==> src/rtl/mem_word_arbiter_if.sv <==
// Bundled client, memory-bus and status signals of mem_word_arbiter.
// slave = arbiter view, master = clients plus external memory.
interface mem_word_arbiter_if #(
   parameter int WIDTH = 8
);
   logic                 req0;
   logic                 we0;
   logic [WIDTH-1:0]     addr0;
   logic [4*WIDTH-1:0]   wdata0;
   logic                 ack0;
   logic                 req1;
   logic                 we1;
   logic [WIDTH-1:0]     addr1;
   logic [4*WIDTH-1:0]   wdata1;
   logic                 ack1;
   logic [4*WIDTH-1:0]   rdata;
   logic                 memread;
   logic                 memwrite;
   logic [WIDTH-1:0]     mar;
   logic [WIDTH-1:0]     writedata;
   logic [WIDTH-1:0]     memdata;
   logic                 kraj;
   logic                 busy;
   logic                 halted;

   modport slave (
      input  req0, we0, addr0, wdata0, req1, we1, addr1, wdata1, memdata, kraj,
      output ack0, ack1, rdata, memread, memwrite, mar, writedata, busy, halted
   );

   modport master (
      output req0, we0, addr0, wdata0, req1, we1, addr1, wdata1, memdata, kraj,
      input  ack0, ack1, rdata, memread, memwrite, mar, writedata, busy, halted
   );
endinterface

==> src/rtl/mem_word_arbiter.sv <==
// Two-client word arbiter sequencing 32-bit accesses as four big-endian byte accesses.
// Optional MEM_ARB_ROUND_ROBIN_EN selects round-robin instead of fixed port-1 priority.
module mem_word_arbiter #(
   parameter int WIDTH = 8
) (
   input  logic             clk,
   input  logic             rst_n,
   mem_word_arbiter_if.slave bus
);

   typedef enum logic [2:0] {IDLE, WR, RD_ADDR, RD_CAPT, DONE} state_t;

   state_t                    state, next;
   logic [1:0]                idx;
   logic [WIDTH-3:0]          base;
   logic [3:0][WIDTH-1:0]     wbuf;
   logic [3:1][WIDTH-1:0]     rbuf;
   logic [4*WIDTH-1:0]        rdata_q;
   logic                      gnt_id;
   logic                      gnt_pick;
   logic                      halted_q;
   logic                      start;
   logic [WIDTH-1:0]          sel_addr;
   logic                      unused_addr_lsb;

   logic                      memread, memwrite, ack0, ack1;
   logic [WIDTH-1:0]          mar, writedata;

`ifdef MEM_ARB_ROUND_ROBIN_EN
   logic                      rr_ptr;

   always_comb begin
      gnt_pick = bus.req1;
      if (bus.req0 && bus.req1)
         gnt_pick = rr_ptr;
   end
`else
   always_comb gnt_pick = bus.req1;
`endif

   // kraj seen in the same IDLE cycle already blocks the grant
   assign start    = (state == IDLE) && !halted_q && !bus.kraj && (bus.req0 || bus.req1);
   assign sel_addr = gnt_pick ? bus.addr1 : bus.addr0;
   assign unused_addr_lsb = ^sel_addr[1:0];

   always_ff @(posedge clk or negedge rst_n) begin
      if (!rst_n)
         state <= IDLE;
      else
         state <= next;
   end

   always_comb begin
      next      = state;
      memread   = 1'b0;
      memwrite  = 1'b0;
      mar       = '0;
      writedata = '0;
      ack0      = 1'b0;
      ack1      = 1'b0;
      case (state)
         IDLE: begin
            if (start)
               next = (gnt_pick ? bus.we1 : bus.we0) ? WR : RD_ADDR;
         end
         WR: begin
            memwrite  = 1'b1;
            mar       = {base, idx};
            writedata = wbuf[~idx];
            if (idx == 2'd3)
               next = DONE;
         end
         RD_ADDR: begin
            memread = 1'b1;
            mar     = {base, idx};
            next    = RD_CAPT;
         end
         RD_CAPT: begin
            mar  = {base, idx};
            next = (idx == 2'd3) ? DONE : RD_ADDR;
         end
         DONE: begin
            ack0 = !gnt_id;
            ack1 = gnt_id;
            next = IDLE;
         end
         default: next = IDLE;
      endcase
   end

   always_ff @(posedge clk or negedge rst_n) begin
      if (!rst_n) begin
         idx      <= '0;
         base     <= '0;
         wbuf     <= '0;
         rbuf     <= '0;
         rdata_q  <= '0;
         gnt_id   <= 1'b0;
         halted_q <= 1'b0;
`ifdef MEM_ARB_ROUND_ROBIN_EN
         rr_ptr   <= 1'b0;
`endif
      end else begin
         halted_q <= halted_q | bus.kraj;
         if (start) begin
            gnt_id <= gnt_pick;
            base   <= sel_addr[WIDTH-1:2];
            wbuf   <= gnt_pick ? bus.wdata1 : bus.wdata0;
            idx    <= '0;
`ifdef MEM_ARB_ROUND_ROBIN_EN
            rr_ptr <= ~gnt_pick;
`endif
         end
         if (state == WR)
            idx <= idx + 2'd1;
         if (state == RD_CAPT) begin
            idx <= idx + 2'd1;
            // last byte goes straight into rdata so it is valid on entry to DONE
            if (idx == 2'd3)
               rdata_q <= {rbuf, bus.memdata};
            else
               rbuf[~idx] <= bus.memdata;
         end
      end
   end

   assign bus.memread   = memread;
   assign bus.memwrite  = memwrite;
   assign bus.mar       = mar;
   assign bus.writedata = writedata;
   assign bus.ack0      = ack0;
   assign bus.ack1      = ack1;
   assign bus.rdata     = rdata_q;
   assign bus.busy      = (state != IDLE);
   assign bus.halted    = halted_q;

endmodule

==> src/flat_wrapper.sv <==
// flat-port wrapper written by rule: the top's interface ports become plain ports
module mem_word_arbiter_flat 
#(
   parameter int WIDTH = 8
)
  (clk, rst_n, bus_req0, bus_we0, bus_addr0, bus_wdata0, bus_req1, bus_we1, bus_addr1, bus_wdata1, bus_memdata, bus_kraj, bus_ack0, bus_ack1, bus_rdata, bus_memread, bus_memwrite, bus_mar, bus_writedata, bus_busy, bus_halted);
  mem_word_arbiter_if #(.WIDTH(WIDTH)) bus_i ();
  input  logic clk;
  input  logic rst_n;
  input wire logic [$bits(bus_i.req0)-1:0] bus_req0;
  input wire logic [$bits(bus_i.we0)-1:0] bus_we0;
  input wire logic [$bits(bus_i.addr0)-1:0] bus_addr0;
  input wire logic [$bits(bus_i.wdata0)-1:0] bus_wdata0;
  input wire logic [$bits(bus_i.req1)-1:0] bus_req1;
  input wire logic [$bits(bus_i.we1)-1:0] bus_we1;
  input wire logic [$bits(bus_i.addr1)-1:0] bus_addr1;
  input wire logic [$bits(bus_i.wdata1)-1:0] bus_wdata1;
  input wire logic [$bits(bus_i.memdata)-1:0] bus_memdata;
  input wire logic [$bits(bus_i.kraj)-1:0] bus_kraj;
  output wire logic [$bits(bus_i.ack0)-1:0] bus_ack0;
  output wire logic [$bits(bus_i.ack1)-1:0] bus_ack1;
  output wire logic [$bits(bus_i.rdata)-1:0] bus_rdata;
  output wire logic [$bits(bus_i.memread)-1:0] bus_memread;
  output wire logic [$bits(bus_i.memwrite)-1:0] bus_memwrite;
  output wire logic [$bits(bus_i.mar)-1:0] bus_mar;
  output wire logic [$bits(bus_i.writedata)-1:0] bus_writedata;
  output wire logic [$bits(bus_i.busy)-1:0] bus_busy;
  output wire logic [$bits(bus_i.halted)-1:0] bus_halted;
  assign bus_i.req0 = bus_req0;
  assign bus_i.we0 = bus_we0;
  assign bus_i.addr0 = bus_addr0;
  assign bus_i.wdata0 = bus_wdata0;
  assign bus_i.req1 = bus_req1;
  assign bus_i.we1 = bus_we1;
  assign bus_i.addr1 = bus_addr1;
  assign bus_i.wdata1 = bus_wdata1;
  assign bus_i.memdata = bus_memdata;
  assign bus_i.kraj = bus_kraj;
  assign bus_ack0 = bus_i.ack0;
  assign bus_ack1 = bus_i.ack1;
  assign bus_rdata = bus_i.rdata;
  assign bus_memread = bus_i.memread;
  assign bus_memwrite = bus_i.memwrite;
  assign bus_mar = bus_i.mar;
  assign bus_writedata = bus_i.writedata;
  assign bus_busy = bus_i.busy;
  assign bus_halted = bus_i.halted;
  mem_word_arbiter #(.WIDTH(WIDTH)) u_core (.clk(clk), .rst_n(rst_n), .bus(bus_i));
endmodule
==> config.mk <==
export PLATFORM = sky130hd
export DESIGN_NAME = mem_word_arbiter_flat
export DESIGN_NICKNAME = d
export VERILOG_FILES = /design/src/rtl/mem_word_arbiter_if.sv /design/src/rtl/mem_word_arbiter.sv /design/src/flat_wrapper.sv
export SDC_FILE = /design/constraint.sdc
export NUM_CORES = 1
export LEC_CHECK = 0
export CAP_MARGIN = 20
export CORE_ASPECT_RATIO = 2
export CORE_MARGIN = 2
export CORE_UTILIZATION = 43
export CTS_BUF_LIST = sky130_fd_sc_hd__clkbuf_2
export DETAILED_ROUTE_END_ITERATION = 10
export PLACE_DENSITY = 0.84
export SKIP_LAST_GASP = 1
export SLEW_MARGIN = 5
export SYNTH_ARGS = -nofsm -noshare
export SYNTH_HDL_FRONTEND = slang
export SYNTH_SLANG_ARGS = --single-unit
==> constraint.sdc <==
create_clock -name clk -period 1.6 [get_ports clk]
set_input_delay 0.32 -clock clk [delete_from_list [all_inputs] [get_ports clk]]
set_output_delay 0.32 -clock clk [all_outputs]
set_load 0.05 [all_outputs]
# ---- After elaboration in Yosys (flattened, before gate mapping)
# Cells that the tools add are included.
dict set report classes {
  add_sub_neg 1
  multipliers 0
  n_div 0
  n_lt_le_gt_ge 2
  eq_ne 7
  shifts 0
  mux 22
  bitwise_logic 3
  reduce_logical 15
}
# cell count
set op_table {}
lappend op_table {{8-bit two-way mux} 5}
lappend op_table {{32-bit two-way mux} 1}
lappend op_table {{24-bit bitwise mux} 1}
lappend op_table {{8-bit binary-select mux with 2-bit select} 1}
lappend op_table {{8-bit demux with 2-bit select} 1}
lappend op_table {{3-bit case mux with 4 select lines} 1}
lappend op_table {{3-bit two-way mux} 3}
lappend op_table {{2-bit two-way mux} 4}
lappend op_table {{3-bit by 2-bit == test with 1-bit output (second input constant)} 2}
lappend op_table {{2-bit AND reduction} 3}
lappend op_table {{3-bit nonzero test} 2}
lappend op_table {{1-bit two-way mux} 5}
lappend op_table {{1-bit logical AND} 4}
lappend op_table {{2-bit by 1-bit != test with 1-bit output (second input constant)} 2}
lappend op_table {{3-bit by 1-bit == test with 1-bit output (second input constant)} 1}
lappend op_table {{3-bit == test (second input constant)} 1}
lappend op_table {{1-bit logical NOT} 3}
lappend op_table {{3-bit logical NOT} 1}
lappend op_table {{2-bit by 3-bit < comparator with 1-bit output (second input constant)} 1}
lappend op_table {{3-bit OR reduction} 1}
lappend op_table {{2-bit by 1-bit adder with 2-bit output (second input constant)} 1}
lappend op_table {{2-bit == test (second input constant)} 1}
lappend op_table {{2-bit by 1-bit greater-or-equal comparator with 1-bit output (second input constant)} 1}
lappend op_table {{2-bit NOT} 1}
lappend op_table {{3 further kinds} 3}
dict set report word_totals {
  reg_bits 101
  latch_bits 0
  mem_bits_rw 0
  rom_bits 0
  in_bits 95
  output_inout_bits 54
  wordCells 63
  n_memories 0
}

# ---- Depth between registers and ports, before layout
dict set report depth {
  ltp_word 7
  depth_mapped 5
}

# ---- Worst setup path after synthesis
# No wires, ideal clock.
dict set report synth_path {
  path_type {register -> output}
  start {register u_core.idx[1]}
  end {output bus_mar[1]}
  arrival_ps 1889
  t_required_ps 1280
  slack_ps -609
  path_stages_with_launch 4
  cell_sequence {dfrtp_1 > clkbuf_1 > inv_1 > nor3_1}
}
dict set report synth_via {
  elab_chain_len 1
}
# item line
set synth_lines {}
lappend synth_lines {{start: declaration} mem_word_arbiter.sv:14} ;# logic [1:0] idx;
lappend synth_lines {{start signal: assignment} mem_word_arbiter.sv:115} ;# idx <= idx + 2'd1;
lappend synth_lines {{start signal: assignment} mem_word_arbiter.sv:117} ;# idx <= idx + 2'd1;
lappend synth_lines {{8-bit two-way mux} mem_word_arbiter.sv:61} ;# case (state)
lappend synth_lines {{end: declaration} flat_wrapper.sv:25} ;# output wire logic [$bits(bus_i.mar)-1:0] bus_mar;
# Every way passes these cells.

# ---- Worst setup path after layout
dict set report layout_path {
  start {register u_core.idx[0]}
  end {output bus_writedata[3]}
}
dict set report layout_via {
  elab_chain_len 4
}
# item line
set layout_lines {}
lappend layout_lines {{2-bit NOT} mem_word_arbiter.sv:69} ;# writedata = wbuf[~idx];
lappend layout_lines {{8-bit binary-select mux with 2-bit select} mem_word_arbiter.sv:69}
lappend layout_lines {{8-bit two-way mux (not written as such)} mem_word_arbiter.sv:69}
lappend layout_lines {{8-bit two-way mux} mem_word_arbiter.sv:61}
lappend layout_lines {{end: declaration} flat_wrapper.sv:26} ;# output wire logic [$bits(bus_i.writedata)-1:0] bus_writedata;
# Every way passes these cells. The select of a mux whose other input is x is not followed.

==> results_tabular.tex <==
\begin{tabular}{lr}
\hline
Metric & Value \\
\hline
\multicolumn{2}{l}{\textbf{Yosys}} \\
\quad Most numerous cell in the Yosys netlist & sky130\_fd\_sc\_hd\_\_mux2\_2 \\
\quad Ys flop type & sky130\_fd\_sc\_hd\_\_dfrtp\_1 \\
\quad Cell types occupying the most area after synthesis & sky130\_fd\_sc\_hd\_\_dfrtp\_1 (54\%), sky130\_fd\_sc\_hd\_\_mux2\_2 (31\%), sky130\_fd\_sc\_hd\_\_mux4\_2 (3.9\%) \\
\quad Warning count from the yosys run & 0 \\
\quad Total of flip-flops plus latches after synthesis & 101 \\
\quad Post-synth ARST share & 1.00 \\
\quad Mapped Area & 4670 µm² \\
\quad Share of the synthesized area in the top cell type & 0.542 \\
\quad Average footprint of a synthesized cell & 14.8 µm² \\
\quad Instance count of the mapped netlist & 315 \\
\quad Post-Synthesis Net Count & 414 \\
\quad Top cells by count, synth & sky130\_fd\_sc\_hd\_\_mux2\_2 (129), sky130\_fd\_sc\_hd\_\_dfrtp\_1 (101), sky130\_fd\_sc\_hd\_\_nor2b\_1 (9) \\
\quad Sequential-to-total area share from yosys stat & 0.542 \\
\quad Count of different cell masters after synthesis & 31 \\
\quad Cell taking the most area after synthesis & sky130\_fd\_sc\_hd\_\_dfrtp\_1 \\
\quad Number of synthesized flops with an enable pin & 0 \\
\multicolumn{2}{l}{\textbf{Timing}} \\
\quad Final period util & 1.49 \\
\quad Sum of negative setup slack & -46.82 ns \\
\quad RSZ-0062 raised after global routing & yes \\
\quad Post-Route Skew & 0.0344 ns \\
\quad Final count of negative-setup-slack endpoints & 119 \\
\quad Total count of max-transition violations in the final report & 0 \\
\quad Max Fclk & 419 MHz \\
\quad Worst slew margin relative to its limit & 0.666 \\
\quad Worst Slack Setup Final & -0.788 ns \\
\quad Slew at the pin closest to its max-slew limit & 0.501 ns \\
\quad Final period demand of the worst path & 2.39 ns \\
\quad Final hold violation count & 0 \\
\multicolumn{2}{l}{\textbf{Critical path}} \\
\quad Slowest cell on the critical path & sky130\_fd\_sc\_hd\_\_dfrtp\_2 \\
\quad Crit path required time & 1.28 ns \\
\quad Worst-path fanout max & 4 \\
\quad Data arrival time at the worst-slack endpoint & 2.07 ns \\
\quad Cell breakdown of the critical path & clkbuf\_16, mux4\_2, nor2b\_1, buf\_6 \\
\quad Worst Path Class, Setup & flop to primary output \\
\quad Number of cell instances on the worst register-to-register path & 8 \\
\quad Reg2reg setup slack & -0.51 ns \\
\quad Type of destination of the critical path & primary output \\
\quad Max stage delay on crit path & 0.52 ns \\
\quad Launch point of the worst reg-to-reg path & u\_core.state[2] \\
\quad Kind of start point of the critical path & flop \\
\quad Crit Reg-Reg Endpoint & u\_core.wbuf[17] \\
\multicolumn{2}{l}{\textbf{Clock network}} \\
\quad Clock Root Buffer & sky130\_fd\_sc\_hd\_\_clkbuf\_2 \\
\quad Clock Tree Buf Depth & 2 \\
\quad Cts bufs inserted & 9 \\
\quad TritonCTS clock tree & done \\
\quad Clock edge transition at the registers on the reported setup and hold paths & 0.28 ns \\
\quad CTS Sinks & 101 \\
\quad Count of H-tree levels built during CTS & 3 \\
\quad Later-pin clock latency in the skew report & 0.61 ns \\
\multicolumn{2}{l}{\textbf{Routing}} \\
\quad Average wire per cell in the routed design & 20.1 µm \\
\quad Overall routed net length & 13,300 µm \\
\quad Post-detailed-route DRC marker count & 0 \\
\quad Via-per-instance ratio & 5.20 \\
\quad Iteration-0 DRC count of the detailed router & 85 \\
\quad Vias post-DR & 3,446 \\
\quad Final antenna-violating net count & 0 \\
\quad Total iterations of the first detailed-routing run & 4 \\
\multicolumn{2}{l}{\textbf{Global routing}} \\
\quad Global-route wire length before repair & 20,100 µm \\
\quad Number of antenna violations at the first check in global routing & 0 \\
\quad Maximum number of pins on one net before global-route repair & 36 \\
\quad Total track usage & 0.226 \\
\quad Vias in the first global route & 3,766 \\
\quad Aggregate global routing overflow & 0 \\
\multicolumn{2}{l}{\textbf{Cells and area}} \\
\quad Area Overhead vs Synth & 62.8\% \\
\quad Final Net Count & 619 \\
\quad Share of final-layout standard cells stronger than drive strength 1 & 0.602 \\
\multicolumn{2}{l}{\textbf{Status}} \\
\quad Outcome & finished, violations left \\
\quad Violations in the final reports & setup timing \\
\multicolumn{2}{l}{\textbf{Place}} \\
\quad Post-DP HPWL & 8720 µm \\
\quad PortBufs & 144 \\
\quad Routability cong. & 0.767 \\
\quad Dpl ws & -0.503 ns \\
\multicolumn{2}{l}{\textbf{Power and ir drop}} \\
\quad PwrDens & 1520 nW/µm² \\
\quad Overall power of the completed layout & 11.5 mW \\
\quad Total leakage power & 3.37 nW \\
\quad Max IR drop VDD & 0.000998 V \\
\multicolumn{2}{l}{\textbf{Floorplanning}} \\
\quad Boundary pin count & 149 \\
\quad Area of the core & 10,500 µm² \\
\quad Area of the die & 11,800 µm² \\
\quad Number of rows in the core area & 53 \\
\quad Die Y & 151 µm \\
\quad Die W & 77.7 µm \\
\quad Initial core utilization & 0.443 \\
\multicolumn{2}{l}{\textbf{Run}} \\
\quad Max capacitance violation total & 0 \\
\multicolumn{2}{l}{\textbf{Hold path}} \\
\quad Worst min path class & primary input to asynchronous set/reset pin \\
\hline
\end{tabular}
==> per-layer routing <==
layer  share of wire  vias to the layer above  track usage
li1                -                     1550            -
met1            0.36                     1767        0.242
met2            0.58                      102        0.435
met3           0.035                       27       0.0358
met4           0.026                        0       0.0866
met5               0                        -            0
==> critical path: cells and delay by family, from the launching register on <==
family	cells	cell delay [ns]
buffers and inverters	2	0.32
DFF	1	0.52
muxes	1	0.48
and+or+nand+nor	1	0.15
==> stage by stage <==
stage                     area, µm²  instances  hold slack [ns]  utilization
final                          7590        663            0.180        0.720
after global routing           7590        662            0.161        0.720
after CTS                      7450        654            0.144        0.707
after detailed placement       6680        610            0.309        0.634
after global placement         6680        610            0.306        0.634
after floorplan                4860        315           0.0244            -
==> cell type report <==
| class | instances | area, µm² |
|---|---|---|
| Antenna cell | 1 | 2.50 |
| Clock buffer | 9 | 45.0 |
| Clock inverter | 7 | 57.6 |
| Fill cell | 648 | 2950 |
| Inverter | 3 | 13.8 |
| Multi-Input combinational cell | 196 | 2390 |
| Sequential cell | 101 | 2530 |
| Tap cell | 137 | 171 |
| Timing Repair Buffer | 209 | 2390 |
==> power by group <==
| group | leakage (nW) | switching (mW) | internal, mW | total [mW] |
|---|---|---|---|---|
| clock | 0.0625 | 0.891 | 0.229 | 1.12 |
| combinational | 2.05 | 3.30 | 3.15 | 6.45 |
| sequential | 1.26 | 0.571 | 3.38 | 3.95 |
| total | 3.37 | 4.77 | 6.76 | 11.5 |
==> how the worst max path moves through the flow <==
| stage | cells past startpoint | startpoint | endpoint |
|---|---|---|---|
| after floorplan | 3 | u_core.idx[0] | bus_writedata[2] |
| after global placement | 5 | bus_kraj | u_core.wbuf[25] |
| after detailed placement | 5 | bus_kraj | u_core.wbuf[17] |
| after CTS | 4 | u_core.idx[0] | bus_writedata[2] |
| after global routing | 4 | u_core.idx[0] | bus_writedata[3] |
| final | 4 | u_core.idx[0] | bus_writedata[3] |
==> cell families (layout without fill, tap and decap cells) <==
logic type               count (synthesis)  in the layout  synth area share
AO/OA/AOI/OAI                            6              6           0.00805
adder cells (fa/ha/maj)                  4              4            0.0107
buffers and inverters                   18            228            0.0220
flip-flops                             101            101             0.542
multiplexers                           141            141             0.360
other                                    0              1                 0
AND/OR/NAND/NOR                         45             45            0.0579
==> timing repair <==
item                                    in CTS  in global routing
resized for setup                           84                 54
pin swaps                                   12                 17
endpoints found under the hold margin       78                  0
cloned                                       8                  0
hold buffers                                 1                  0
buffers inserted                            20                 18
endpoints found under the setup margin     120                139
==> sequential cells by signal, summed over array words and instances (netlist names) <==
signal and cells:
u_core.gnt_id 1, u_core.base 6, u_core.state 3, u_core.bus.rdata 32, u_core.wbuf 32, u_core.bus.halted 1
u_core.idx 2, u_core.rbuf 24
==> cell usage in the layout, fill, tap and decap left out, types with 2 or more instances in the layout <==
master,synthesis,routed
sky130_fd_sc_hd__ha_1,4,3
sky130_fd_sc_hd__mux2_2,129,91
sky130_fd_sc_hd__clkbuf_2,0,9
sky130_fd_sc_hd__clkdlybuf4s50_1,0,88
sky130_fd_sc_hd__nor2_4,0,3
sky130_fd_sc_hd__buf_6,4,42
sky130_fd_sc_hd__and2_4,0,6
sky130_fd_sc_hd__inv_6,0,2
sky130_fd_sc_hd__buf_8,0,12
sky130_fd_sc_hd__dfrtp_2,0,2
sky130_fd_sc_hd__buf_12,0,25
sky130_fd_sc_hd__nand2_1,8,4
sky130_fd_sc_hd__buf_4,0,38
sky130_fd_sc_hd__clkinv_4,0,2
sky130_fd_sc_hd__mux2_4,0,42
sky130_fd_sc_hd__nor2b_4,0,7
sky130_fd_sc_hd__mux4_2,8,8
sky130_fd_sc_hd__dfrtp_1,101,99
sky130_fd_sc_hd__nor3_4,1,3
sky130_fd_sc_hd__nor2b_1,9,2
sky130_fd_sc_hd__nand2_2,0,4
sky130_fd_sc_hd__nor2_1,5,2
Note: power is estimated with default switching activity, not from simulation.
